### src/rtl/alu_pkg.sv
// Shared definitions for the ALU request sequencer.
// Contents:
//   alu_op_e : opcode encodings driven onto the ALU select lines (S)
//   state_e  : sequencer FSM state encoding
package alu_pkg;

  typedef enum logic [1:0] {
    OP_MUL    = 2'b00,
    OP_CMP    = 2'b01,
    OP_ADD    = 2'b10,
    OP_ADDSHF = 2'b11
  } alu_op_e;

  typedef enum logic [1:0] {
    IDLE   = 2'd0,
    SETTLE = 2'd1,
    RESP   = 2'd2
  } state_e;

endpackage

### src/rtl/settle_timer.sv
// 4-bit down counter that times how long the downstream ALU is allowed to settle.
// Ports:
//   clk, rst_n : clock, asynchronous active-low reset (count clears to 0)
//   load       : load load_val (has priority over dec)
//   load_val   : value loaded on load
//   dec        : decrement by one; held at zero once zero is reached
//   zero       : count is zero (decoded from the count register)
module settle_timer (
  input  logic       clk,
  input  logic       rst_n,
  input  logic       load,
  input  logic [3:0] load_val,
  input  logic       dec,
  output logic       zero
);

  logic [3:0] count;

  // Count register: load, saturating decrement, or hold.
  always_ff @(posedge clk or negedge rst_n) begin
    if (!rst_n) begin
      count <= 4'd0;
    end else if (load) begin
      count <= load_val;
    end else if (dec && (count != 4'd0)) begin
      count <= count - 4'd1;
    end else begin
      count <= count;
    end
  end

  assign zero = (count == 4'd0);

endmodule

### src/rtl/alu_req_sequencer.sv
// Sequences requests into a downstream combinational ALU: registers the
// operands onto X/Y/S, waits SETTLE_CYCLES for the ALU to settle, captures
// F/Cout/Overflow and presents them on a valid/ready response port. Counts
// captured results that overflowed (saturating at 255).
// Ports:
//   clk, rst_n                         : clock, asynchronous active-low reset
//   req_valid/req_ready, req_x/y/op    : request handshake and payload
//   X, Y, S                            : registered drive to the ALU
//   F, Cout, Overflow                  : ALU results
//   rsp_valid/rsp_ready, rsp_f/cout/ovf/op : response handshake and payload
//   ovf_clr, ovf_count                 : overflow counter clear and value
//   busy                               : high whenever the FSM is not IDLE
module alu_req_sequencer
  import alu_pkg::*;
#(
  parameter int unsigned SETTLE_CYCLES = 2
) (
  input  logic       clk,
  input  logic       rst_n,
  input  logic       req_valid,
  output logic       req_ready,
  input  logic [4:0] req_x,
  input  logic [4:0] req_y,
  input  logic [1:0] req_op,
  output logic [4:0] X,
  output logic [4:0] Y,
  output logic [1:0] S,
  input  logic [4:0] F,
  input  logic       Cout,
  input  logic       Overflow,
  output logic       rsp_valid,
  input  logic       rsp_ready,
  output logic [4:0] rsp_f,
  output logic       rsp_cout,
  output logic       rsp_ovf,
  output logic [1:0] rsp_op,
  input  logic       ovf_clr,
  output logic [7:0] ovf_count,
  output logic       busy
);

  // Counter is loaded with N-1 so that capture lands exactly N edges after accept.
  localparam logic [3:0] SETTLE_LOAD = 4'(SETTLE_CYCLES - 1);

  state_e state;
  state_e next_state;
  logic   accept;
  logic   capture;
  logic   tmr_load;
  logic   tmr_dec;
  logic   tmr_zero;

  settle_timer u_settle_timer (
    .clk      (clk),
    .rst_n    (rst_n),
    .load     (tmr_load),
    .load_val (SETTLE_LOAD),
    .dec      (tmr_dec),
    .zero     (tmr_zero)
  );

  // FSM state register.
  always_ff @(posedge clk or negedge rst_n) begin
    if (!rst_n) begin
      state <= IDLE;
    end else begin
      state <= next_state;
    end
  end

  // Next-state and handshake decode.
  always_comb begin
    next_state = state;
    req_ready  = 1'b0;
    accept     = 1'b0;
    capture    = 1'b0;
    tmr_load   = 1'b0;
    tmr_dec    = 1'b0;
    case (state)
      IDLE: begin
        req_ready = 1'b1;
        if (req_valid) begin
          accept     = 1'b1;
          tmr_load   = 1'b1;
          next_state = SETTLE;
        end else begin
          next_state = IDLE;
        end
      end
      SETTLE: begin
        if (tmr_zero) begin
          capture    = 1'b1;
          next_state = RESP;
        end else begin
          tmr_dec    = 1'b1;
          next_state = SETTLE;
        end
      end
      RESP: begin
        // A new request is only taken when the current response retires,
        // which gives zero-bubble back-to-back operation.
        req_ready = rsp_ready;
        if (rsp_ready) begin
          if (req_valid) begin
            accept     = 1'b1;
            tmr_load   = 1'b1;
            next_state = SETTLE;
          end else begin
            next_state = IDLE;
          end
        end else begin
          next_state = RESP;
        end
      end
      default: begin
        next_state = IDLE;
      end
    endcase
  end

  // Operand drive, result capture and overflow counter.
  always_ff @(posedge clk or negedge rst_n) begin
    if (!rst_n) begin
      X         <= 5'd0;
      Y         <= 5'd0;
      S         <= 2'd0;
      rsp_f     <= 5'd0;
      rsp_cout  <= 1'b0;
      rsp_ovf   <= 1'b0;
      rsp_op    <= 2'd0;
      ovf_count <= 8'd0;
    end else begin
      if (accept) begin
        X <= req_x;
        Y <= req_y;
        S <= req_op;
      end
      if (capture) begin
        rsp_f    <= F;
        rsp_cout <= Cout;
        rsp_ovf  <= Overflow;
        rsp_op   <= S;
      end
      // Clear takes priority over a coincident overflowing capture.
      if (ovf_clr) begin
        ovf_count <= 8'd0;
      end else if (capture && Overflow && (ovf_count != 8'd255)) begin
        ovf_count <= ovf_count + 8'd1;
      end else begin
        ovf_count <= ovf_count;
      end
    end
  end

  assign rsp_valid = (state == RESP);
  assign busy      = (state != IDLE);

endmodule

### config.mk
export PLATFORM = sky130hd
export DESIGN_NAME = alu_req_sequencer
export DESIGN_NICKNAME = d
export VERILOG_FILES = /design/src/rtl/alu_pkg.sv /design/src/rtl/settle_timer.sv /design/src/rtl/alu_req_sequencer.sv
export SDC_FILE = /design/constraint.sdc
export NUM_CORES = 1
export LEC_CHECK = 0
export ABC_AREA = 0
export BUFFER_PORTS_ARGS = -buffer_cell sky130_fd_sc_hd__clkbuf_2
export CORE_UTILIZATION = 44
export DETAILED_ROUTE_END_ITERATION = 10
export PLACE_DENSITY = 0.77
export RECOVER_POWER = 50
export SYNTH_ARGS = -nofsm -noshare
export SYNTH_HDL_FRONTEND = slang
export SYNTH_SLANG_ARGS = --single-unit
### constraint.sdc
create_clock -name clk -period 1.7 [get_ports clk]
set_input_delay 0.34 -clock clk [delete_from_list [all_inputs] [get_ports clk]]
set_output_delay 0.34 -clock clk [all_outputs]
set_load 0.01 [all_outputs]
==> flow_summary.toml <==
[critical_path]
crit_fanout = 7
startpoint = "u_settle_timer.count[0]$_DFFE_PN0P_"
r2r-end = "ovf_count[3]$_DFFE_PN0P_"
crit_type = "flip-flop to flip-flop"
required_ps = 1970
ff2ff_setup_slack_ps = -50
r2r-start = "u_settle_timer.count[0]$_DFFE_PN0P_"
ff2ff_path_depth = 6
cp-end-kind = "flip-flop"
crit_path_end = "ovf_count[3]$_DFFE_PN0P_"
worst_setup_path_start_kind = "flip-flop"
arrival_ps = 2020

[sta]
hold_ws_ps = 234
rsz0062_at_grt = "yes"
maxSlewHeadroom_pct = 58.2
fin_crit_sh_pct = 103
finalWorstSetupSlack_ps = -45.1
final_hold_viol_count = 0
drv_slew = 0
tns_ps = -151
period_minus_slack_ps = 1750
max_clock_freq_mhz = 573
setup_viol = 5
tightest_slew_ps = 627
skew_ps = 11.2

[route]
drt_iter0_markers = 94
vias = 1268
viasPerCell = 5.13
wire_per_inst_um = 13.6
detail-route-antenna-nets = 0
routed_wl_mm = 3.37
firstDrtPassIters = 4
drc = 0

[finish]
layout-drive-gt1-share_pct = 52.2
final_util_pct = 62.8
area_growth_pct = 36.3
num_antenna_cells = 0
mostFrequentLayoutCells = "clkbuf_2, dfrtp_1, mux2_2, buf_4, clkbuf_1"
fin_cells = 247
nets = 226
final_area_um2 = 2090
layout_commonest_cell = "clkbuf_2"

[run]
maxCapViolCount = 0

[synth]
yosysWarnings = 0
netlist_area_um2 = 1540
synthArstFlopShare_pct = 100
ys_types = 35
synth-edff-count = 0
syn_inst = 126
syn_avg_cell_area_um2 = 12.2
ys_seq_area_share_pct = 57.0
synth-main-ff-cell = "dfrtp_1"
synth_seq_cells = 35
syn_nets = 152

[floorplan]
die_x_um = 61.1
die_area_um2 = 3730
ios = 56
num_rows = 21
start_util_pct = 46.0
die_h_um = 61.1
core_um2 = 3340

[clock_tree]
ctsHtreeMaxLevel = 2
cts_num_sinks = 35
clock_latency_ps = 340
cts_buffers = 5
clk_path_buf_depth = 2
cts_root_buf = "clkbuf_4"
cts_tree = "done"
clkSlewWorstSetupHoldPaths_ps = 110

[global_routing]
first_global_vias = 1202
grt_max_degree = 26
antenna_found_initial = 0
overflow = 0
track_usage_pct = 19.6
grt_first_pass_wirelength_mm = 5.23

[placement]
dp_hpwl_mm = 2.43
placed_cell_area_um2 = 1940
place_inst = 233
place_ws_ps = -173
place_congestion = 0.793
port_buffers = 55

[power]
leakage_nw = 0.977
max-vdd-ir-drop_mv = 0.961
powerDensity_nw_per_um2 = 1610
power.total_mw = 3.38

[hold_path]
hold_class = "input port to flip-flop"

[status]
status = "finished with violations"
violations = "negative setup slack"
[where the power goes]
| part | leakage (nW) | switching [mW] | internal (mW) |
|---|---|---|---|
| registers | 0.434 | 0.212 | 1.16 |
| clock network | 0.0293 | 0.276 | 0.161 |
| logic | 0.514 | 0.727 | 0.837 |
| total | 0.977 | 1.22 | 2.16 |
[layout make-up]
class	count	area, µm²
multi-input combinational	82	702
timing repair buffer	71	390
fill	290	1240
tap	46	57.6
sequential	35	876
clock buffer	7	45.0
clock inverter	1	5.00
inverter	5	18.8
[cell families (layout without fill, tap and decap cells)]
logic type | Yosys count | in the layout | synth area share [%]
AOI/OAI and AO/OA | 15 | 15 | 6.43
xor gates and xnor gates | 3 | 3 | 1.71
adders and majority gates | 2 | 2 | 1.63
buffers and inverters | 9 | 84 | 2.52
DFF | 35 | 35 | 57.0
muxes | 22 | 22 | 16.0
and+or+nand+nor | 40 | 40 | 14.7
[routing by layer]
metal  vias to the layer above  GRT usage (%)  routed length, µm
met2                        43           35.6               1810
li1                        600              -                  -
met5                         -              0                  0
met3                         7           5.67                177
met4                         0           8.44                 58
met1                       618           21.2               1330
[Yosys cell counts, types with 2 or more instances]
cell type  number  share of area, %
o21ai_0         2              0.65
o41ai_1         2               1.1
nand2_1        10               2.4
nor4_1          2              0.81
o31ai_1         2              0.98
nand3_1         6               2.0
or4_1           3               1.5
nor2b_1         2              0.81
xor2_1          2               1.1
dfrtp_1        35                57
nor2_1          6               1.5
ha_1            2               1.6
mux2_2         21                15
a21oi_1         6               2.0
inv_1           5               1.2
[sequential cells by signal, indices dropped and copies added, names as in the netlist]
register	cells
ovf_count	8
state	2
u_settle_timer.count	4
rsp_cout	1
X	5
rsp_op	2
S	2
rsp_ovf	1
rsp_f	5
Y	5
[critical path: stages (launching register included)]
cell     delay, ps
dfrtp_1        400
inv_2           90
ha_4           140
nor3b_4        230
nand3_4        160
or4_1          530
a21oi_1        140
[how the worst min path moves through the flow]
stage / slack, ps / cells after the start / endpoint / from
after global routing: 210 / 2 / rsp_f[3]$_DFFE_PN0N_ / F[3]
after detailed placement: 380 / 1 / ovf_count[4]$_DFFE_PN0P_ / rst_n
after CTS: 220 / 2 / S[1]$_DFFE_PN0P_ / req_op[1]
after global placement: 370 / 1 / ovf_count[5]$_DFFE_PN0P_ / rst_n
final: 230 / 2 / rsp_f[2]$_DFFE_PN0N_ / F[2]
after floorplan: 40 / 0 / S[0]$_DFFE_PN0P_ / rst_n
[what timing repair did]
item / in CTS / in global routing
setup buffers: 3 / 2
hold buffers: 1 / 0
gates resized for setup: 11 / 6
pin swaps: 9 / 4
endpoints found under the hold margin: 3 / 0
setup endpoints to repair: 16 / 10
gates cloned: 0 / 0
No activity file was read; power rests on OpenSTA's default activity.
